[src/rtl/display_pkg.sv]
// display_pkg: register map, reset constants and the 7-segment glyph table
// shared by the display_mux_n block.
package display_pkg;

  localparam logic [3:0] ADDR_DP      = 4'hC;
  localparam logic [3:0] ADDR_MODE    = 4'hD;
  localparam logic [3:0] ADDR_BLINK   = 4'hE;
  localparam logic [3:0] ADDR_BRIGHT  = 4'hF;

  // Active-low segment vector with every segment dark.
  localparam logic [6:0] SEG_BLANK    = 7'h7F;
  localparam logic [7:0] BUF_RESET    = 8'h10;
  localparam logic [3:0] BRIGHT_RESET = 4'hF;

  // Returns active-low segments (bit0 = a/top, clockwise, bit6 = g/middle).
  // The case arms list lit segments, inverted once on return.
  function automatic logic [6:0] seg_pattern(input logic [4:0] code);
    logic [6:0] lit;
    case (code)
      5'h00: lit = 7'h3F;  5'h01: lit = 7'h06;  5'h02: lit = 7'h5B;
      5'h03: lit = 7'h4F;  5'h04: lit = 7'h66;  5'h05: lit = 7'h6D;
      5'h06: lit = 7'h7D;  5'h07: lit = 7'h07;  5'h08: lit = 7'h7F;
      5'h09: lit = 7'h6F;  5'h0A: lit = 7'h77;  5'h0B: lit = 7'h7C;
      5'h0C: lit = 7'h39;  5'h0D: lit = 7'h5E;  5'h0E: lit = 7'h79;
      5'h0F: lit = 7'h71;
      5'h11: lit = 7'h40;  // '-'
      5'h12: lit = 7'h1E;  // J
      5'h13: lit = 7'h38;  // L
      5'h14: lit = 7'h73;  // P
      5'h15: lit = 7'h6D;  // S
      5'h16: lit = 7'h3E;  // U
      5'h17: lit = 7'h58;  // c
      5'h18: lit = 7'h63;  // degree
      5'h19: lit = 7'h08;  // underscore
      5'h1A: lit = 7'h01;  // overline
      5'h1B: lit = 7'h48;  // '='
      5'h1C: lit = 7'h5C;  // o
      default: lit = 7'h00; // 0x10 and 0x1D-0x1F are blank
    endcase
    return ~lit;
  endfunction

endpackage

[src/rtl/display_scan_timer.sv]
// display_scan_timer: per-slot counter and digit index for the display scan,
// plus the PWM/dead-time anode enable derived from the slot count.
module display_scan_timer
  import display_pkg::*;
#(
  parameter int SCAN_DIV   = 16,
  parameter int NUM_DIGITS = 4,
  parameter int IDX_W      = $clog2(NUM_DIGITS)
) (
  input  logic             clk,
  input  logic             rst_n,
  input  logic [3:0]       bright_i,
  output logic [IDX_W-1:0] digit_o,
  output logic             slot_start_o,
  output logic             pwm_en_o
);

  logic [SCAN_DIV-1:0] slot_q, slot_d;
  logic [IDX_W-1:0]    digit_q, digit_d;

  // Slot counter free-runs; digit index steps on slot wrap.
  always_comb begin
    slot_d  = slot_q + 1'b1;
    digit_d = digit_q;
    if (slot_q == '1)
      digit_d = (digit_q == IDX_W'(NUM_DIGITS - 1)) ? '0 : digit_q + 1'b1;
  end

  // Scan state register.
  always_ff @(posedge clk or negedge rst_n) begin
    if (!rst_n) begin
      slot_q  <= '0;
      digit_q <= '0;
    end else begin
      slot_q  <= slot_d;
      digit_q <= digit_d;
    end
  end

  assign digit_o      = digit_q;
  assign slot_start_o = (slot_q == '0);
  // Count 0 is the dead-time clock; top 4 bits vs brightness sets duty.
  assign pwm_en_o     = !slot_start_o && (slot_q[SCAN_DIV-1 -: 4] <= bright_i);

endmodule

[src/rtl/display_mux_n.sv]
// display_mux_n: register-programmed N-digit common-anode 7-segment scanner
// with pattern/raw mode, dp mask, PWM brightness and dead time.
// Optional blink support is compiled in with DISPLAY_MUX_BLINK_EN.
module display_mux_n
  import display_pkg::*;
#(
  parameter int NUM_DIGITS = 4,
  parameter int SCAN_DIV   = 16,
  parameter int BLINK_DIV  = 24
) (
  input  logic                  clk,
  input  logic                  rst_n,
  input  logic                  wr_en,
  input  logic [3:0]            wr_addr,
  input  logic [7:0]            wr_data,
  output logic [6:0]            seg,
  output logic                  dp,
  output logic [NUM_DIGITS-1:0] an
);

  localparam int IDX_W = $clog2(NUM_DIGITS);

  logic [7:0]            buf_q [NUM_DIGITS];
  logic [NUM_DIGITS-1:0] dp_mask_q, mode_mask_q;
  logic [3:0]            bright_q;
  logic [IDX_W-1:0]      digit;
  logic                  slot_start, pwm_en, blink_off;
  logic [7:0]            cur;
  logic [6:0]            seg_d, seg_q;
  logic                  dp_d, dp_q;
  logic [NUM_DIGITS-1:0] an_d, an_q;
  logic                  unused_ok;

  display_scan_timer #(
    .SCAN_DIV  (SCAN_DIV),
    .NUM_DIGITS(NUM_DIGITS),
    .IDX_W     (IDX_W)
  ) u_timer (
    .clk         (clk),
    .rst_n       (rst_n),
    .bright_i    (bright_q),
    .digit_o     (digit),
    .slot_start_o(slot_start),
    .pwm_en_o    (pwm_en)
  );

  // Write port: digit buffers and control masks, whole-byte updates.
  always_ff @(posedge clk or negedge rst_n) begin
    if (!rst_n) begin
      for (int i = 0; i < NUM_DIGITS; i++) buf_q[i] <= BUF_RESET;
      dp_mask_q   <= '0;
      mode_mask_q <= '0;
      bright_q    <= BRIGHT_RESET;
    end else if (wr_en) begin
      for (int i = 0; i < NUM_DIGITS; i++)
        if (wr_addr == 4'(i)) buf_q[i] <= wr_data;
      case (wr_addr)
        ADDR_DP:     dp_mask_q   <= wr_data[NUM_DIGITS-1:0];
        ADDR_MODE:   mode_mask_q <= wr_data[NUM_DIGITS-1:0];
        ADDR_BRIGHT: bright_q    <= wr_data[3:0];
        default: ;
      endcase
    end
  end

`ifdef DISPLAY_MUX_BLINK_EN
  logic [BLINK_DIV-1:0]  blink_cnt_q;
  logic [NUM_DIGITS-1:0] blink_mask_q;

  // Free-running blink timebase and blink mask register.
  always_ff @(posedge clk or negedge rst_n) begin
    if (!rst_n) begin
      blink_cnt_q  <= '0;
      blink_mask_q <= '0;
    end else begin
      blink_cnt_q <= blink_cnt_q + 1'b1;
      if (wr_en && wr_addr == ADDR_BLINK) blink_mask_q <= wr_data[NUM_DIGITS-1:0];
    end
  end

  assign blink_off = blink_cnt_q[BLINK_DIV-1] & blink_mask_q[digit];
`else
  assign blink_off = 1'b0;
`endif

  // Decode the active digit into next segment/dp/anode values.
  always_comb begin
    cur   = buf_q[digit];
    seg_d = mode_mask_q[digit] ? ~cur[6:0] : seg_pattern(cur[4:0]);
    dp_d  = ~dp_mask_q[digit];
    if (blink_off) begin
      seg_d = SEG_BLANK;
      dp_d  = 1'b1;
    end
    // Digit 0 sits on the MSB of an.
    an_d = '1;
    for (int i = 0; i < NUM_DIGITS; i++)
      if (pwm_en && digit == IDX_W'(NUM_DIGITS - 1 - i)) an_d[i] = 1'b0;
  end

  // Registered outputs so pins only move on the clock edge.
  always_ff @(posedge clk or negedge rst_n) begin
    if (!rst_n) begin
      seg_q <= SEG_BLANK;
      dp_q  <= 1'b1;
      an_q  <= '1;
    end else begin
      seg_q <= seg_d;
      dp_q  <= dp_d;
      an_q  <= an_d;
    end
  end

  assign seg = seg_q;
  assign dp  = dp_q;
  assign an  = an_q;

  // Bit 7 of a buffer has no meaning in either mode; slot_start is spare.
  assign unused_ok = ^{cur[7], slot_start};

endmodule

[config.mk]
export PLATFORM = sky130hd
export DESIGN_NAME = display_mux_n
export DESIGN_NICKNAME = d
export VERILOG_FILES = /design/src/rtl/display_pkg.sv /design/src/rtl/display_scan_timer.sv /design/src/rtl/display_mux_n.sv
export SDC_FILE = /design/constraint.sdc
export NUM_CORES = 1
export LEC_CHECK = 0
export ABC_AREA = 1
export BUFFER_PORTS_ARGS = -buffer_cell sky130_fd_sc_hd__buf_2
export CORE_MARGIN = 3
export CORE_UTILIZATION = 60
export DETAILED_ROUTE_END_ITERATION = 8
export PLACE_DENSITY = 0.78
export SETUP_SLACK_MARGIN = 0.05
export SYNTH_ARGS = -nofsm -noshare
export SYNTH_HDL_FRONTEND = slang
export SYNTH_SLANG_ARGS = --single-unit
[constraint.sdc]
create_clock -name clk -period 2.1 [get_ports clk]
set_input_delay 0 -clock clk [delete_from_list [all_inputs] [get_ports clk]]
set_output_delay 0 -clock clk [all_outputs]
set_load 0.03 [all_outputs]
# Word level (Yosys, flattened, before mapping)
# Memory sizes are Yosys's and may differ from the RTL's.
# Cells that the tools add are included.
# Widths: inputs -> output; s select.
[totals] ff_bits=74 romBits=224 input_bits=15 out_inout_bits=12 wordCells=61 memories=1
[op_classes] n_addsub=2 magnitude_cmp=3 eq_ne=10 n_mux=13 bitwise_logic=4 reduce_logical=16
[mem_list] name="(no name shown)" words=32 word_bits=7 read_ports=1 rd_clocked_by_memory_dff=0 wr=0 line="display_pkg.sv:19" text="case (code)"
[ops] op="$mux 7" n=3
[ops] op="$add 16x1->16 const B" n=1
[ops] op="$bmux 8 s2" n=1
[ops] op="$eq 16x16->1 const B" n=1
[ops] op="$logic_not 16->1" n=1
[ops] op="$not 7->7" n=2
[ops] op="$reduce_and 2->1" n=7
[ops] op="$eq 4x4->1 const B" n=3
[ops] op="$eq 4x2->1 const B" n=2
[ops] op="$mux 1" n=6
[ops] op="$logic_and 1x1->1" n=5
[ops] op="$bmux 1 s2" n=2
[ops] op="$eq 2x2->1 const B" n=2
[ops] op="$eq 4x1->1 const B" n=1
[ops] op="$le 4x4->1" n=1
[ops] op="$logic_not 4->1" n=1
[ops] op="$ge 3x3->1 const B" n=1
[ops] op="$lt 2x3->1 const B" n=1
[ops] op="$not 2->3" n=1
[ops] op="$add 2x1->2 const B" n=1
[ops] op="$eq 2x1->1 const B" n=1
[ops] op="$logic_not 2->1" n=1
[ops] op="$mux 2" n=1
[ops] op="$logic_not 1->1" n=1
[ops] op="$not 1->1" n=1

# Longest topological paths before layout
# Gate-level depths: netlist of run 1.
# An unclocked memory read counts as a cell.
[logic_depth] depth_word=7 ltp_mapped=15 ltp_nobuf=13

# Hierarchy
# Synthesis of run 1 repeated with hierarchy kept, for this count alone.
[unflattened] cells_unflattened=513 hier_area_um2=3981.3
[modules_own_cells] mod="display_mux_n" n_inst=1 cells_each=373 area_per_inst_um2=2881.5 seq_area_each_um2=1326.3
[modules_own_cells] mod="display_scan_timer" n_inst=1 cells_each=140 area_per_inst_um2=1099.8 seq_area_each_um2=450.4

# Least setup slack after synthesis of run 1
# No wires, ideal clock.
[synth_timing] path_type="register to register" from="register u_timer.digit_q[0], in the netlist u_timer.digit_o[0]" to="register seg_q[3], in the netlist seg[3]" setup_ns=0.082 t_arrival_ns=1.723 t_required_ns=2.018 path_slack_ns=0.295 stages_incl_launch_ff=14 n_path_buf=2 synth_period_minus_slack_ns=1.805 cell_sequence="dfrtp_1 > buf_6 > inv_6 > buf_6 > nand2_1 > nand3_1 > nand2_2 > ha_1 > inv_1 > nand3_1 > nand2_1 > or2_0 > nand3_1 > nand3_1"
[synth_between] elab_chain_cells=7 elab_cells_between_ends=10 classes_between="mux (6); bitwise (3); memory (1)"
[synth_rtl] item="start: declaration" line="display_scan_timer.sv:19" text="logic [IDX_W-1:0] digit_q, digit_d;"
[synth_rtl] item="start signal: assignment" line="display_scan_timer.sv:36" text="digit_q <= digit_d;"
[synth_rtl] item="$not 2->3 (implied by the code)" line="display_mux_n.sv:88" text="cur = buf_q[digit];"
[synth_rtl] item="$bmux 8 s2" line="display_mux_n.sv:88"
[synth_rtl] item="$mux 7 (implied by the code) (2 in series)" line="display_mux_n.sv:88"
[synth_rtl] item="$mem_v2 32x7"
[synth_rtl] item="$not 7->7" line="display_pkg.sv:40" text="return ~lit;"
[synth_rtl] item="$mux 7 (*)" line="display_mux_n.sv:89" text="seg_d = mode_mask_q[digit] ? ~cur[6:0] : seg_pattern(cur[4:0]);"
[synth_rtl] item="net seg_d[3]" line="display_mux_n.sv:29" text="logic [6:0] seg_d, seg_q;"
[synth_rtl] item="end signal: assignment" line="display_mux_n.sv:108" text="seg_q <= seg_d;"
[synth_rtl] item="end: declaration" line="display_mux_n.sv:29"
# The timed path passes the listed nets; every way through them passes the cells marked *. The select of a mux whose other input is x is not followed.
# A chain may end at the register's enable or synchronous reset.

# Worst setup path after layout of run 1
[layout_timing] from="register u_timer.digit_q[0], in the netlist u_timer.digit_o[0]" to="register seg_q[2], in the netlist seg[2]"
# Same word-level chain as after synthesis.

==> impl_metrics.csv, run 1 <==
group,metric,value,unit
worst_setup_path,cp_cell_sequence,"inv_6 -> nand2_1 -> nand3_1 -> nand2_2 -> ha_1 -> inv_1 -> nand3_1 -> nand2_1 -> nor2_1 -> nor2_1 -> nor2_1 -> nor2_1",
cells_and_area,multiInputGateArea,0.00176,mm2
worst_setup_path,max_stage_delay,0.49,ns
die,io_pins,27,
detailed_routing,postRouteAntennaNets,0,
clocking,cts_setup_buffers,0,
logic_synthesis,synth_edf_count,0,
logic_synthesis,yosysWarnings,0,
global_route,grtUsageTotal,23.9,%
clocking,clk_path_buf_depth,2,
logic_synthesis,syn-num-nets,501,
global_route,grt_max_degree,71,
power,p_leak,2.13,nW
timing,period_minus_slack,1.87,ns
logic_synthesis,yosysTopAreaCellShare,32.8,%
cells_and_area,regArea,0.00178,mm2
logic_synthesis,synth_area_per_cell,8.15,um2
power,ir_worst_vdd,0.000638,V
logic_synthesis,synth_seq_cells,70,
clocking,clock_sinks,70,
worst_setup_path,worstPathMaxFanout,11,
power,p_switching,0.00132,W
timing,maxSlewHeadroom,65.7,%
power,p_total,0.00395,W
logic_synthesis,seq_area_frac_synth,46.6,%
detailed_routing,wl_per_cell,13.6,um
power,p_per_area,930,mW/mm2
worst_setup_path,arrival,2.16,ns
clocking,numCtsBuffers,9,
timing,fin_skew,0.00875,ns
cells_and_area,fillers,503,
flow_run,cap_violations,0,
global_route,antenna_found_initial,0,
clocking,clock_latency,0.35,ns
clocking,cts_tree,"built",
logic_synthesis,synth_async_sr_flop_share,100,%
cells_and_area,layout.nets,534,
timing,hold_viol_final,0,
power,clockPowerShare,30.5,%
logic_synthesis,synth_top_area_cell,"dfrtp_1",
logic_synthesis,syn_inst,468,
logic_synthesis,synth_flop_cell,"dfrtp_1",
placed_design,hpwlAfterDp,5.42,mm
placed_design,post_dp_cell_area,0.00399,mm2
worst_setup_path,critPathMostFrequentCell,"nor2_1",
timing,worst_pin_slew,0.513,ns
logic_synthesis,synth_cell_type_count,32,
placed_design,portBuffers,25,
detailed_routing,dr.first_iter.drc_count,201,
power,p_seq_share,44.1,%
die,start_util,63.3,%
power,switching_share,33.3,%
worst_setup_path,crit_required,2.38,ns
timing,fmax,534,MHz
global_route,grt_pass1_vias,2911,
status,outcome,"finished, final reports clean",
timing,rsz0062_at_grt,"no",
detailed_routing,viasPerCell,5.39,
hold_path,hold_path_class,"primary input to register",
detailed_routing,firstDrtPassIters,5,
timing,setup-violations-final,0,
die,row_count,28,
global_route,globalRouteOverflowTotal,0,
placed_design,gp_congestion,0.952,
clocking,cts-root-buf,"clkbuf_8",
die,design.die.area,0.00735,mm2
clocking,path_clk_slew,0.08,ns
power,p_int,0.00264,W
cells_and_area,n_antenna_cell,0,
clocking,h-tree-depth,3,
worst_setup_path,critPathBufInv,2,
global_route,grt_pass1_wl,13.8,mm
die,fp.dieH,85.8,um
logic_synthesis,synthTopCellsByArea,"dfrtp_1 33%, nand2_1 14%, dfstp_2 14%",
timing,fin_crit_sh,89.2,%
detailed_routing,drc,0,
die,core,0.00603,mm2
cells_and_area,drive_gt1_share,19.0,%
cells_and_area,layout-area-overhead-vs-synth,11.4,%
die,die_w,85.8,um
detailed_routing,wl,7.90,mm
worst_setup_path,crit_slowest_cell,"dfrtp_2",
cells_and_area,design_area,0.00425,mm2
detailed_routing,dr_total_vias,3133,
worst_setup_path,critPathTopFamily,"simple AND/OR/NAND/NOR gates",
timing,final.setup.tns,0,ns
timing,slew_viol_final,0,
worst_setup_path,crit_path_start_kind,"register",
power,comb_power_share,25.5,%
logic_synthesis,synth_area,0.00382,mm2
worst_setup_path,setup.worst_path.class,"register to register",
worst_setup_path,endpoint_kind,"register",
## path summary, 6_finish.rpt
| check | from | endpoint | slack [ns] | cells after the start |
|---|---|---|---|---|
| setup reg to reg | u_timer.digit_o[0] | seg[2] | 0.23 | 12 |
| setup / recovery | u_timer.digit_o[0] | seg[2] | 0.23 | 12 |
| hold / removal | wr_data[3] | buf_q[3] | 0.03 | 3 |
| hold reg to reg | buf_q[14] | buf_q[14] | 0.49 | 2 |
| min in group asynchronous | rst_n | u_timer.slot_q[4] | 0.19 | 3 |
| max in group asynchronous | rst_n | buf_q[12] | 1.57 | 3 |
## routing by layer
layer	up-vias	GRT usage (%)	wire [um]
met5	-	0	0
met4	0	11.1	159
met3	15	3.84	458
met2	99	36.9	3630
met1	1453	33.5	3650
li1	1566	-	-
## tightest hold or removal path, cell delays in order
cell and delay (ns):
buf_2 0.07, inv_1 0.10, o21ai_0 0.17
## state kept, by name, indices dropped and copies added, names as in the netlist
| register | flops |
|---|---|
| bright_q | 4 |
| buf_q | 28 |
| u_timer.slot_q | 16 |
| dp | 1 |
| dp_mask_q | 4 |
| an | 4 |
| mode_mask_q | 4 |
| seg | 7 |
| u_timer.digit_o | 2 |
## power by group through the flow
| stage | Combinational [W] | Sequential, W | Clock, W |
|---|---|---|---|
| finish | 0.00101 | 0.00174 | 0.00120 |
| global route | 0.00114 | 0.00177 | 0.00128 |
| CTS | 0.00100 | 0.00174 | 0.00121 |
| detailed placement | 0.000990 | 0.00177 | 0 |
| global placement | 0.000974 | 0.00176 | 0 |
| floorplan | 0.000618 | 0.00190 | 0 |
## cells in the final DEF, fill, tap and decap left out, types with 3 or more instances in the layout
cell / synthesis / final
xnor2_1: 3 / 3
o21ai_0: 51 / 51
nor4_1: 3 / 3
nand3_1: 40 / 40
nor3_2: 3 / 3
nand2_1: 145 / 145
nor2_1: 25 / 25
ha_1: 18 / 18
clkbuf_8: 0 / 9
nand3_2: 4 / 4
a21oi_1: 5 / 5
nor2_2: 3 / 3
dlygate4sd3_1: 0 / 4
dfstp_2: 20 / 20
inv_2: 3 / 4
buf_4: 2 / 5
inv_1: 45 / 44
buf_2: 2 / 25
xor2_1: 10 / 10
dfrtp_1: 50 / 49
nand2_2: 12 / 11
## cell families (layout without fill, tap and decap cells)
| group | after synthesis | in the layout | synth area share [%] |
|---|---|---|---|
| flip-flops | 70 | 70 | 46.6 |
| AO/OA/AOI/OAI | 63 | 63 | 8.75 |
| XOR/XNOR | 13 | 13 | 2.98 |
| adder cells (fa/ha/maj) | 18 | 18 | 5.90 |
| buffers and inverters | 62 | 100 | 7.57 |
| AND/OR/NAND/NOR | 242 | 242 | 28.2 |
## metrics by stage
step | setup WS (ns) | hold WS (ns) | cells | utilization, %
finish | 0.227 | 0.0300 | 581 | 70.6
global placement | 0.214 | 0.0464 | 561 | 66.3
detailed placement | 0.181 | 0.0503 | 561 | 66.3
CTS | 0.157 | 0.0189 | 581 | 70.5
global route | 0.0765 | 0.0502 | 581 | 70.6
floorplan | 0.295 | -0.296 | 468 | -
## synthesized netlist by cell type, drive strengths merged, types with 5 or more instances
| master | n |
|---|---|
| nand2 | 158 |
| o21ai | 53 |
| dfrtp | 50 |
| inv | 49 |
| nand3 | 44 |
| nor2 | 28 |
| dfstp | 20 |
| ha | 18 |
| xor2 | 10 |
| buf | 9 |
| nor3 | 6 |
| a21oi | 5 |
## final cells by class
class	instances	share of cell area [%]
sequential	70	41.8
inverter	49	4.44
tap	75	2.21
multi-input combinational	336	41.3
timing repair buffer	35	5.24
clock buffer	10	3.00
clock inverter	6	2.03
## timing repair
item | in CTS | in global routing
hold buffers | 4 | 0
hold endpoints to repair | 82 | 0
endpoints found under the setup margin | 0 | 6
gates resized for setup | 0 | 3
Power figures use the tool's default switching activity.
==> inputs of run 2 (changes only) <==
--- a/config.mk
+++ b/config.mk
@@ -11,6 +11,7 @@
 export CORE_UTILIZATION = 60
 export DETAILED_ROUTE_END_ITERATION = 8
 export PLACE_DENSITY = 0.78
+export RECOVER_POWER = 25
 export SETUP_SLACK_MARGIN = 0.05
 export SYNTH_ARGS = -nofsm -noshare
 export SYNTH_HDL_FRONTEND = slang
==> impl_metrics.csv, run 2 (synthesized netlist as in run 1, its figures left out) <==
group,metric,value,unit
cells_and_area,drive_gt1_share,19.0,%
worst_setup_path,crit_path_start_kind,"register",
clocking,cts_tree,"built",
timing,setup_ws,0.225,ns
detailed_routing,firstDrtPassIters,5,
clocking,cts-root-buf,"clkbuf_8",
cells_and_area,largest_register_ffs,28,
worst_setup_path,reg2reg_to,"seg[2]",
flow_run,cap_violations,1,
hold_path,holdPathEnd,"buf_q[3]",
status,violations,"max-capacitance violations, max-slew violations",
clocking,clock_sinks,70,
worst_setup_path,cp_cell_sequence,"inv_6 -> nand2_1 -> nand3_1 -> nand2_2 -> ha_1 -> inv_1 -> nand3_1 -> nand2_1 -> nor2_1 -> nor2_1 -> nor2_1 -> nor2_1",
worst_setup_path,setup.worst_path.class,"register to register",
detailed_routing,dr.first_iter.drc_count,201,
power,ir_worst_vdd,0.000638,V
timing,hold_viol_final,0,
detailed_routing,wl,7.91,mm
worst_setup_path,endpoint_kind,"register",
timing,rsz0062_at_grt,"no",
status,outcome,"finished with violations",
die,design.die.area,0.00735,mm2
placed_design,gp_congestion,0.952,
cells_and_area,design_area,0.00424,mm2
clocking,clock_latency,0.35,ns
worst_setup_path,worstPathMaxFanout,11,
clocking,h-tree-depth,3,
clocking,cts_setup_buffers,0,
die,die_w,85.8,um
die,fp.dieH,85.8,um
placed_design,portBuffers,25,
timing,final.setup.tns,0,ns
cells_and_area,layout-area-overhead-vs-synth,11.0,%
worst_setup_path,crit_required,2.38,ns
hold_path,hp-start,"wr_data[3]",
cells_and_area,n_antenna_cell,0,
die,start_util,63.3,%
global_route,globalRouteOverflowTotal,0,
worst_setup_path,max_stage_delay,0.49,ns
timing,period_minus_slack,1.87,ns
die,core,0.00603,mm2
cells_and_area,mostFrequentLayoutCell,"nand2_1",
clocking,numCtsBuffers,9,
timing,setup-violations-final,0,
die,row_count,28,
cells_and_area,final_core_util,70.3,%
placed_design,post_dp_cell_area,0.00399,mm2
timing,fin_skew,0.00874,ns
cells_and_area,layout.nets,534,
power,p_total,0.00395,W
timing,fmax,533,MHz
timing,worst_pin_slew,1.51,ns
cells_and_area,largest_register,"buf_q",
global_route,grt_max_degree,71,
global_route,antenna_found_initial,0,
hold_path,hold_path_class,"primary input to register",
worst_setup_path,crit_slowest_cell,"dfrtp_2",
timing,maxSlewHeadroom,-0.478,%
detailed_routing,postRouteAntennaNets,0,
timing,slew_viol_final,70,
clocking,clk_path_buf_depth,2,
cells_and_area,layout_common_cells,"145 x nand2_1, 51 x o21ai_0, 49 x dfrtp_1",
placed_design,place_ws,0.181,ns
worst_setup_path,worstReg2RegStart,"u_timer.digit_o[0]",
hold_path,whs_path_depth,3,
global_route,grt_pass1_vias,2911,
die,io_pins,27,
cells_and_area,fillers,505,
power,p_leak,2.12,nW
clocking,path_clk_slew,0.08,ns
placed_design,hpwlAfterDp,5.42,mm
global_route,grt_pass1_wl,13.8,mm
detailed_routing,viasPerCell,5.38,
detailed_routing,drc,0,
timing,fin_crit_sh,89.3,%
worst_setup_path,critPathMostFrequentCell,"nor2_1",
worst_setup_path,r2r_slack,0.23,ns
power,p_per_area,932,mW/mm2
detailed_routing,wl_per_cell,13.6,um
global_route,grtUsageTotal,23.9,%
worst_setup_path,reg2reg_depth,12,
detailed_routing,dr_total_vias,3126,
worst_setup_path,arrival,2.16,ns
-- run 2: cell types whose count changed in the layout (fill, tap and decap cells not counted) --
cell	change
buf_2	+1
buf_12	-1
-- run 2: worst max path at each step --
stage	startpoint	to	cells after the start
floorplan	u_timer.digit_o[0]	seg[3]	13
global placement	u_timer.digit_o[0]	seg[3]	11
global route	u_timer.digit_o[0]	seg[0]	12
detailed placement	u_timer.digit_o[0]	seg[3]	11
CTS	u_timer.digit_o[0]	seg[2]	13
finish	u_timer.digit_o[0]	seg[2]	12
-- run 2: layer usage --
layer  routed length [um]  GRT usage, %  share of wire (%)  up-vias
li1                     -             -                  -     1566
met1                 3710          33.5                 47     1458
met2                 3640          36.9                 46       85
met3                  401          3.84                5.1       17
met4                  152          11.1                1.9        0
met5                    0             0                  0        -
-- run 2: per-stage QoR --
step                hold slack (ns)  cells
global placement             0.0464    561
global route                 0.0502    581
finish                       0.0292    581
detailed placement           0.0503    561
floorplan                    -0.296    468
CTS                          0.0189    581
-- run 2: timing repair --
action / in CTS / in global routing
setup endpoints to repair: 0 / 6
hold endpoints to repair: 82 / 0
resized for setup: 0 / 3
hold buffers: 4 / 0
-- run 2: area by class of cell --
| cell class | instances | area, um2 | share of cell area (%) |
|---|---|---|---|
| clock buffer | 10 | 128 | 3.01 |
| clock inverter | 6 | 86.3 | 2.04 |
| inverter | 49 | 189 | 4.46 |
| multi-input combinational | 336 | 1760 | 41.4 |
| sequential | 70 | 1780 | 42.0 |
| tap | 75 | 93.8 | 2.21 |
| timing repair buffer | 35 | 208 | 4.90 |
-- run 2: where the power goes --
| group | internal, W | switching, W | total [W] |
|---|---|---|---|
| sequential | 0.00164 | 0.000104 | 0.00174 |
| clock | 0.000667 | 0.000537 | 0.00120 |
| combinational | 0.000330 | 0.000674 | 0.00100 |
| total | 0.00264 | 0.00132 | 0.00395 |
-- run 2: worst max-delay path: cells and delay by family (launching register included) --
family | cells | cell delay, ns
AND/OR/NAND/NOR | 9 | 0.79
buffers and inverters | 2 | 0.20
adder cells (fa/ha/maj) | 1 | 0.33
flip-flops | 1 | 0.49
